--- src/rtl/stopwatch_pkg.sv ---
// Shared stopwatch definitions: controller state encoding and counter load sources.
// The digit-counter datapath imports the same load_sel constants.
package stopwatch_pkg;

  localparam int unsigned MODE_W = 2;
  localparam int unsigned SEL_W  = 2;

  typedef enum logic [2:0] {
    ST_INIT  = 3'd0,
    ST_READY = 3'd1,
    ST_RUN   = 3'd2,
    ST_PAUSE = 3'd3,
    ST_DONE  = 3'd4
  } state_t;

  localparam logic [SEL_W-1:0] LD_ZERO   = 2'b00;
  localparam logic [SEL_W-1:0] LD_PRESET = 2'b01;
  localparam logic [SEL_W-1:0] LD_MAX    = 2'b10;

  // Start value for a mode: preset whenever mode[0] is set, else the direction's origin.
  function automatic logic [SEL_W-1:0] load_src(input logic [MODE_W-1:0] mode);
    case (mode)
      2'b00:   load_src = LD_ZERO;
      2'b10:   load_src = LD_MAX;
      default: load_src = LD_PRESET;
    endcase
  endfunction

endpackage

--- src/rtl/stopwatch_ctrl_if.sv ---
// Controller <-> counter datapath signal bundle; master is the controller side.
interface stopwatch_ctrl_if import stopwatch_pkg::*; ();

  logic [MODE_W-1:0] mode;
  logic              tick;
  logic              at_max;
  logic              at_zero;
  logic              cnt_load;
  logic [SEL_W-1:0]  load_sel;
  logic              cnt_en;
  logic              cnt_up;
  logic              running;
  logic              done;

  modport master (
    input  mode, tick, at_max, at_zero,
    output cnt_load, load_sel, cnt_en, cnt_up, running, done
  );

  modport slave (
    output mode, tick, at_max, at_zero,
    input  cnt_load, load_sel, cnt_en, cnt_up, running, done
  );

endinterface

--- src/rtl/button_debounce.sv ---
// Synchronizes and debounces a raw push-button; emits a one-cycle press on an accepted rising level.
module button_debounce #(
  parameter int unsigned DB_CYCLES   = 1000000,
  parameter int unsigned SYNC_STAGES = 2
) (
  input  logic clk,
  input  logic reset,
  input  logic btn_in,
  output logic press
);

  localparam int unsigned      CNT_W    = (DB_CYCLES > 1) ? $clog2(DB_CYCLES) : 1;
  localparam logic [CNT_W-1:0] CNT_LAST = CNT_W'(DB_CYCLES - 1);

  logic [SYNC_STAGES-1:0] sync_q;
  logic                   sync_lvl;
  logic [CNT_W-1:0]       cnt_q;
  logic                   stable_q;
  logic                   stable_d;

  assign sync_lvl = sync_q[SYNC_STAGES-1];

  // Level is accepted after DB_CYCLES consecutive cycles differing from the accepted level.
  always_ff @(posedge clk) begin
    if (reset) begin
      sync_q   <= '0;
      cnt_q    <= '0;
      stable_q <= 1'b0;
      stable_d <= 1'b0;
      press    <= 1'b0;
    end else begin
      sync_q   <= {sync_q[SYNC_STAGES-2:0], btn_in};
      stable_d <= stable_q;
      press    <= stable_q & ~stable_d;
      if (sync_lvl != stable_q) begin
        if (cnt_q == CNT_LAST) begin
          stable_q <= sync_lvl;
          cnt_q    <= '0;
        end else begin
          cnt_q <= cnt_q + CNT_W'(1);
        end
      end else begin
        cnt_q <= '0;
      end
    end
  end

endmodule

--- src/rtl/stopwatch_ctrl.sv ---
// Stopwatch sequencing controller: button handling, mode latch, load/enable/direction commands.
module stopwatch_ctrl import stopwatch_pkg::*; #(
  parameter int unsigned DB_CYCLES   = 1000000,
  parameter int unsigned SYNC_STAGES = 2
) (
  input  logic              clk,
  input  logic              reset,
  input  logic              startstop,
  stopwatch_ctrl_if.master  bus
);

  logic              press;
  state_t            state_q;
  logic [MODE_W-1:0] mode_q;
  logic              up;
  logic              term;
  logic              mode_chg;
  logic              in_init;

  button_debounce #(
    .DB_CYCLES   (DB_CYCLES),
    .SYNC_STAGES (SYNC_STAGES)
  ) u_button_debounce (
    .clk    (clk),
    .reset  (reset),
    .btn_in (startstop),
    .press  (press)
  );

  assign up       = ~mode_q[1];
  assign term     = up ? bus.at_max : bus.at_zero;
  assign mode_chg = (bus.mode != mode_q);

  always_ff @(posedge clk) begin
    if (reset) begin
      state_q <= ST_INIT;
      mode_q  <= '0;
    end else begin
      case (state_q)
        ST_INIT: begin
          mode_q  <= bus.mode;
          state_q <= ST_READY;
        end
        // A mode change outranks a simultaneous press while idle.
        ST_READY, ST_PAUSE: begin
          if (mode_chg)   state_q <= ST_INIT;
          else if (press) state_q <= ST_RUN;
        end
        ST_RUN: begin
          if (press)               state_q <= ST_PAUSE;
          else if (bus.tick && term) state_q <= ST_DONE;
        end
        ST_DONE: begin
          if (press || mode_chg) state_q <= ST_INIT;
        end
        default: state_q <= ST_INIT;
      endcase
    end
  end

  // Outputs decode the state register and are forced low for the whole reset cycle.
  assign in_init      = ~reset & (state_q == ST_INIT);
  assign bus.cnt_load = in_init;
  assign bus.load_sel = in_init ? load_src(bus.mode) : LD_ZERO;
  assign bus.cnt_en   = ~reset & (state_q == ST_RUN) & bus.tick & ~term & ~press;
  assign bus.cnt_up   = ~reset & up;
  assign bus.running  = ~reset & (state_q == ST_RUN);
  assign bus.done     = ~reset & (state_q == ST_DONE);

endmodule

--- src/flat_wrapper.sv ---
// flat-port wrapper written by rule: the top's interface ports become plain ports
module stopwatch_ctrl_flat import stopwatch_pkg::*;
#(
  parameter int unsigned DB_CYCLES   = 1000000,
  parameter int unsigned SYNC_STAGES = 2
)
  (clk, reset, startstop, bus_mode, bus_tick, bus_at_max, bus_at_zero, bus_cnt_load, bus_load_sel, bus_cnt_en, bus_cnt_up, bus_running, bus_done);
  stopwatch_ctrl_if bus_i ();
  input  logic clk;
  input  logic reset;
  input  logic startstop;
  input wire logic [$bits(bus_i.mode)-1:0] bus_mode;
  input wire logic [$bits(bus_i.tick)-1:0] bus_tick;
  input wire logic [$bits(bus_i.at_max)-1:0] bus_at_max;
  input wire logic [$bits(bus_i.at_zero)-1:0] bus_at_zero;
  output wire logic [$bits(bus_i.cnt_load)-1:0] bus_cnt_load;
  output wire logic [$bits(bus_i.load_sel)-1:0] bus_load_sel;
  output wire logic [$bits(bus_i.cnt_en)-1:0] bus_cnt_en;
  output wire logic [$bits(bus_i.cnt_up)-1:0] bus_cnt_up;
  output wire logic [$bits(bus_i.running)-1:0] bus_running;
  output wire logic [$bits(bus_i.done)-1:0] bus_done;
  assign bus_i.mode = bus_mode;
  assign bus_i.tick = bus_tick;
  assign bus_i.at_max = bus_at_max;
  assign bus_i.at_zero = bus_at_zero;
  assign bus_cnt_load = bus_i.cnt_load;
  assign bus_load_sel = bus_i.load_sel;
  assign bus_cnt_en = bus_i.cnt_en;
  assign bus_cnt_up = bus_i.cnt_up;
  assign bus_running = bus_i.running;
  assign bus_done = bus_i.done;
  stopwatch_ctrl #(.DB_CYCLES(DB_CYCLES), .SYNC_STAGES(SYNC_STAGES)) u_core (.clk(clk), .reset(reset), .startstop(startstop), .bus(bus_i));
endmodule
--- config.mk ---
export PLATFORM = sky130hd
export DESIGN_NAME = stopwatch_ctrl_flat
export DESIGN_NICKNAME = d
export VERILOG_FILES = /design/src/rtl/stopwatch_pkg.sv /design/src/rtl/stopwatch_ctrl_if.sv /design/src/rtl/button_debounce.sv /design/src/rtl/stopwatch_ctrl.sv /design/src/flat_wrapper.sv
export SDC_FILE = /design/constraint.sdc
export NUM_CORES = 1
export LEC_CHECK = 0
export CORE_MARGIN = 3
export CORE_UTILIZATION = 30
export CTS_CLUSTER_DIAMETER = 120
export DETAILED_ROUTE_END_ITERATION = 8
export PLACE_DENSITY_LB_ADDON = 0.15
export SLEW_MARGIN = 25
export SYNTH_ARGS = -nofsm -noshare
export SYNTH_HDL_FRONTEND = slang
export SYNTH_SLANG_ARGS = --single-unit
--- constraint.sdc ---
create_clock -name clk -period 3.4 [get_ports clk]
set_clock_uncertainty 0.05 [all_clocks]
set_input_delay 0.68 -clock clk [delete_from_list [all_inputs] [get_ports clk]]
set_output_delay 0.68 -clock clk [all_outputs]
set_load 0.02 [all_outputs]
==> results.py <==
metrics = {
    "outcome": {
        "status": "completed",
    },
    "synth": {
        "yosysMostFrequentCell": "dfxtp_1",
        "ys_types": 34,
        "yosysTopAreaCellShare_pct": 43.80,
        "synth-seq-cells": 30,
        "async_flop_share_pct": 0,
        "yosys-top-cells-count": "dfxtp_1 (30), nor2_1 (21), nand2_1 (10), a21oi_1 (9), o21ai_0 (9)",
        "synth_edf_count": 0,
        "syn_avg_cell_area_um2": 8.679,
        "netlist_area_mm2": 0.001371,
        "ys_seq_area_share_pct": 43.80,
        "yosysTopAreaCell": "dfxtp_1",
        "yosys_warnings": 0,
        "syn-num-nets": 167,
        "synthCells": 158,
        "synth_area_leaders": "dfxtp_1 (44%), nor2_1 (5.7%), xnor2_1 (5.1%)",
        "synth_ff_type": "dfxtp_1",
    },
    "critical_path": {
        "endpoint": "bus_cnt_en",
        "worst-setup-path-type": "primary input to primary output",
        "crit_path_start_kind": "primary input",
        "path_buf_inv": 2,
        "reg2reg_setup_slack_ps": 1340,
        "cpMaxStageDelayCell": "clkdlybuf4s50_1",
        "critPathRequiredTime_ps": 2670,
        "crit_fanout": 5,
        "cp_top_family": "buffers and inverters",
        "r2r-end": "u_core.u_button_debounce.cnt_q[18]",
        "crit_arrival_ps": 2310,
        "rr_startpoint": "u_core.u_button_debounce.cnt_q[0]",
        "cp.depth": 5,
        "cp_common_cell": "clkdlybuf4s50_1",
        "ff2ff_path_depth": 5,
        "crit_path_cell_trace": "clkdlybuf4s50_1, nor2_1, nand2_1, nor4_1, clkdlybuf4s50_1",
        "end_kind": "primary output",
        "critPathMaxStageDelay_ps": 650,
        "startpoint": "reset",
    },
    "drt": {
        "vias": 1170,
        "first_iter_violations": 49,
        "drcViolationCount": 0,
        "first_pass_iters": 4,
        "wl_per_cell_um": 11.87,
        "ant_nets": 0,
        "avgViaCountPerCell": 5.109,
        "wirelength_um": 2718,
    },
    "sta": {
        "timing.slew.headroom_pct": 50.69,
        "period_needed_ps": 3041,
        "drv_slew": 0,
        "rsz0062_at_grt": "no",
        "period_share_pct": 89.45,
        "hold_viol": 0,
        "tightest_slew_ps": 732.9,
        "fin_hold_ws_ps": 333.4,
        "finalSetupTns_ps": 0,
        "max_clock_freq_mhz": 328.8,
        "finalSetupViolCount": 0,
    },
    "cells_and_area": {
        "num-fill-cells": 437,
        "final_area_mm2": 0.001669,
        "diodes": 0,
        "fin_nets": 187,
        "area.sequential_um2": 600.6,
        "drive_gt1_share_pct": 7.821,
        "postLayoutCoreUtil_pct": 39.73,
        "multiInputGateArea_um2": 737.0,
        "area_growth_pct": 21.72,
    },
    "clocking": {
        "ctsHoldBuffers": 0,
        "cts.sinks": 30,
        "cts_tree": "built",
        "numCtsBuffers": 5,
        "cts_resized": 0,
        "clk-insertion-delay-late_ps": 270,
        "htree_levels": 2,
        "post_cts_buffers": 0,
        "cts-root-buf": "clkbuf_8",
        "clk_pin_slew_worst_paths_ps": 60,
        "clock_path_buffers": 2,
    },
    "floorplanning": {
        "num_rows": 23,
        "dieHeight_um": 73.61,
        "initial_utilization_pct": 32.64,
        "core-area_mm2": 0.004202,
        "boundaryPins": 15,
        "dieArea_mm2": 0.005418,
        "die_w_um": 73.61,
    },
    "grt": {
        "grt_pass1_wl_um": 5002,
        "grt-ovfl-total": 0,
        "antenna_found_initial": 0,
        "first_global_vias": 1152,
        "grt_max_degree": 14,
        "grtUsageTotal_pct": 11.73,
    },
    "hold_path": {
        "hold_path.class": "flop to flop",
        "worstHoldPathCells": 1,
    },
    "placement": {
        "portBuffers": 14,
        "routabilityCongestion": 0.7673,
        "dp_hpwl_um": 1994,
        "placed_area_mm2": 0.001578,
    },
    "power_and_ir_drop": {
        "p_leak_nw": 0.5519,
        "powerDensity_mw_per_mm2": 414.3,
        "total_power_uw": 691.6,
        "irDropWorstVdd_mv": 0.1724,
    },
    "run": {
        "maxCapViolCount": 0,
    },
}
[registers in the layout, summed over array words and instances, names as in the netlist]
signal and cells:
u_core.u_button_debounce.cnt_q 20, u_core.state_q 3, u_core.mode_q 2, u_core.u_button_debounce.sync_q 2, u_core.u_button_debounce.press 1, u_core.u_button_debounce.stable_d 1, u_core.u_button_debounce.stable_q 1
[power by group]
| part | internal [mW] | switching [mW] |
|---|---|---|
| Combinational | 0.0231 | 0.0195 |
| Clock | 0.163 | 0.125 |
| Sequential | 0.356 | 0.00480 |
[cells by family after synthesis]
family                     after synthesis  share of synthesized area [%]
DFF                                     30                          43.80
AOI/OAI and AO/OA                       20                          7.755
buffers and inverters                    9                          2.463
and+or+nand+nor                         80                          33.21
muxes                                    3                          2.281
xor gates and xnor gates                15                          9.581
adders and majority gates                1                         0.9123
[placed cells by master, fill, tap and decap left out, types with 5 or more instances in the layout]
cell and count:
a21oi_1 9, clkbuf_8 6, clkdlybuf4s50_1 14, dfxtp_1 30
inv_1 6, nand2_1 10, nand3_1 7, nor2_1 21
nor2b_1 6, nor4_1 5, o21ai_0 8, or3_1 5
xnor2_1 8, xor2_1 7
[metrics by stage]
step                setup slack (ps)  cells
detailed placement             344.9    221
global route                   181.2    229
global placement               395.6    221
CTS                            346.3    229
floorplan                      689.7    158
finish                         358.6    229
[worst min path at each step]
| stage | start | end | slack (ps) |
|---|---|---|---|
| 2_1_floorplan | u_core.u_button_debounce.stable_d | u_core.u_button_debounce.press | 320 |
| 3_3_place_gp | u_core.u_button_debounce.stable_d | u_core.u_button_debounce.press | 320 |
| 4_1_cts | u_core.u_button_debounce.stable_d | u_core.u_button_debounce.press | 340 |
| 5_1_grt | u_core.u_button_debounce.stable_d | u_core.u_button_debounce.press | 340 |
| 3_5_place_dp | u_core.u_button_debounce.stable_d | u_core.u_button_debounce.press | 330 |
| 6_report | u_core.u_button_debounce.stable_d | u_core.u_button_debounce.press | 330 |
[per-layer routing]
| layer | routed length (um) | up-vias | global-route usage (%) |
|---|---|---|---|
| li1 | - | 599 | - |
| met1 | 1227 | 554 | 13.73 |
| met3 | 102 | 5 | 4.378 |
| met2 | 1355 | 12 | 19.69 |
| met5 | 0 | - | 0 |
| met4 | 34 | 0 | 3.823 |
[area by class of cell]
| type | instances | share of cell area, % |
|---|---|---|
| Sequential cell | 30 | 35.98 |
| Clock buffer | 7 | 5.172 |
| Tap cell | 50 | 3.748 |
| Clock inverter | 1 | 0.2999 |
| Timing Repair Buffer | 16 | 9.295 |
| Multi-Input combinational cell | 119 | 44.15 |
| Inverter | 6 | 1.349 |
Power figures use the tool's default switching activity.
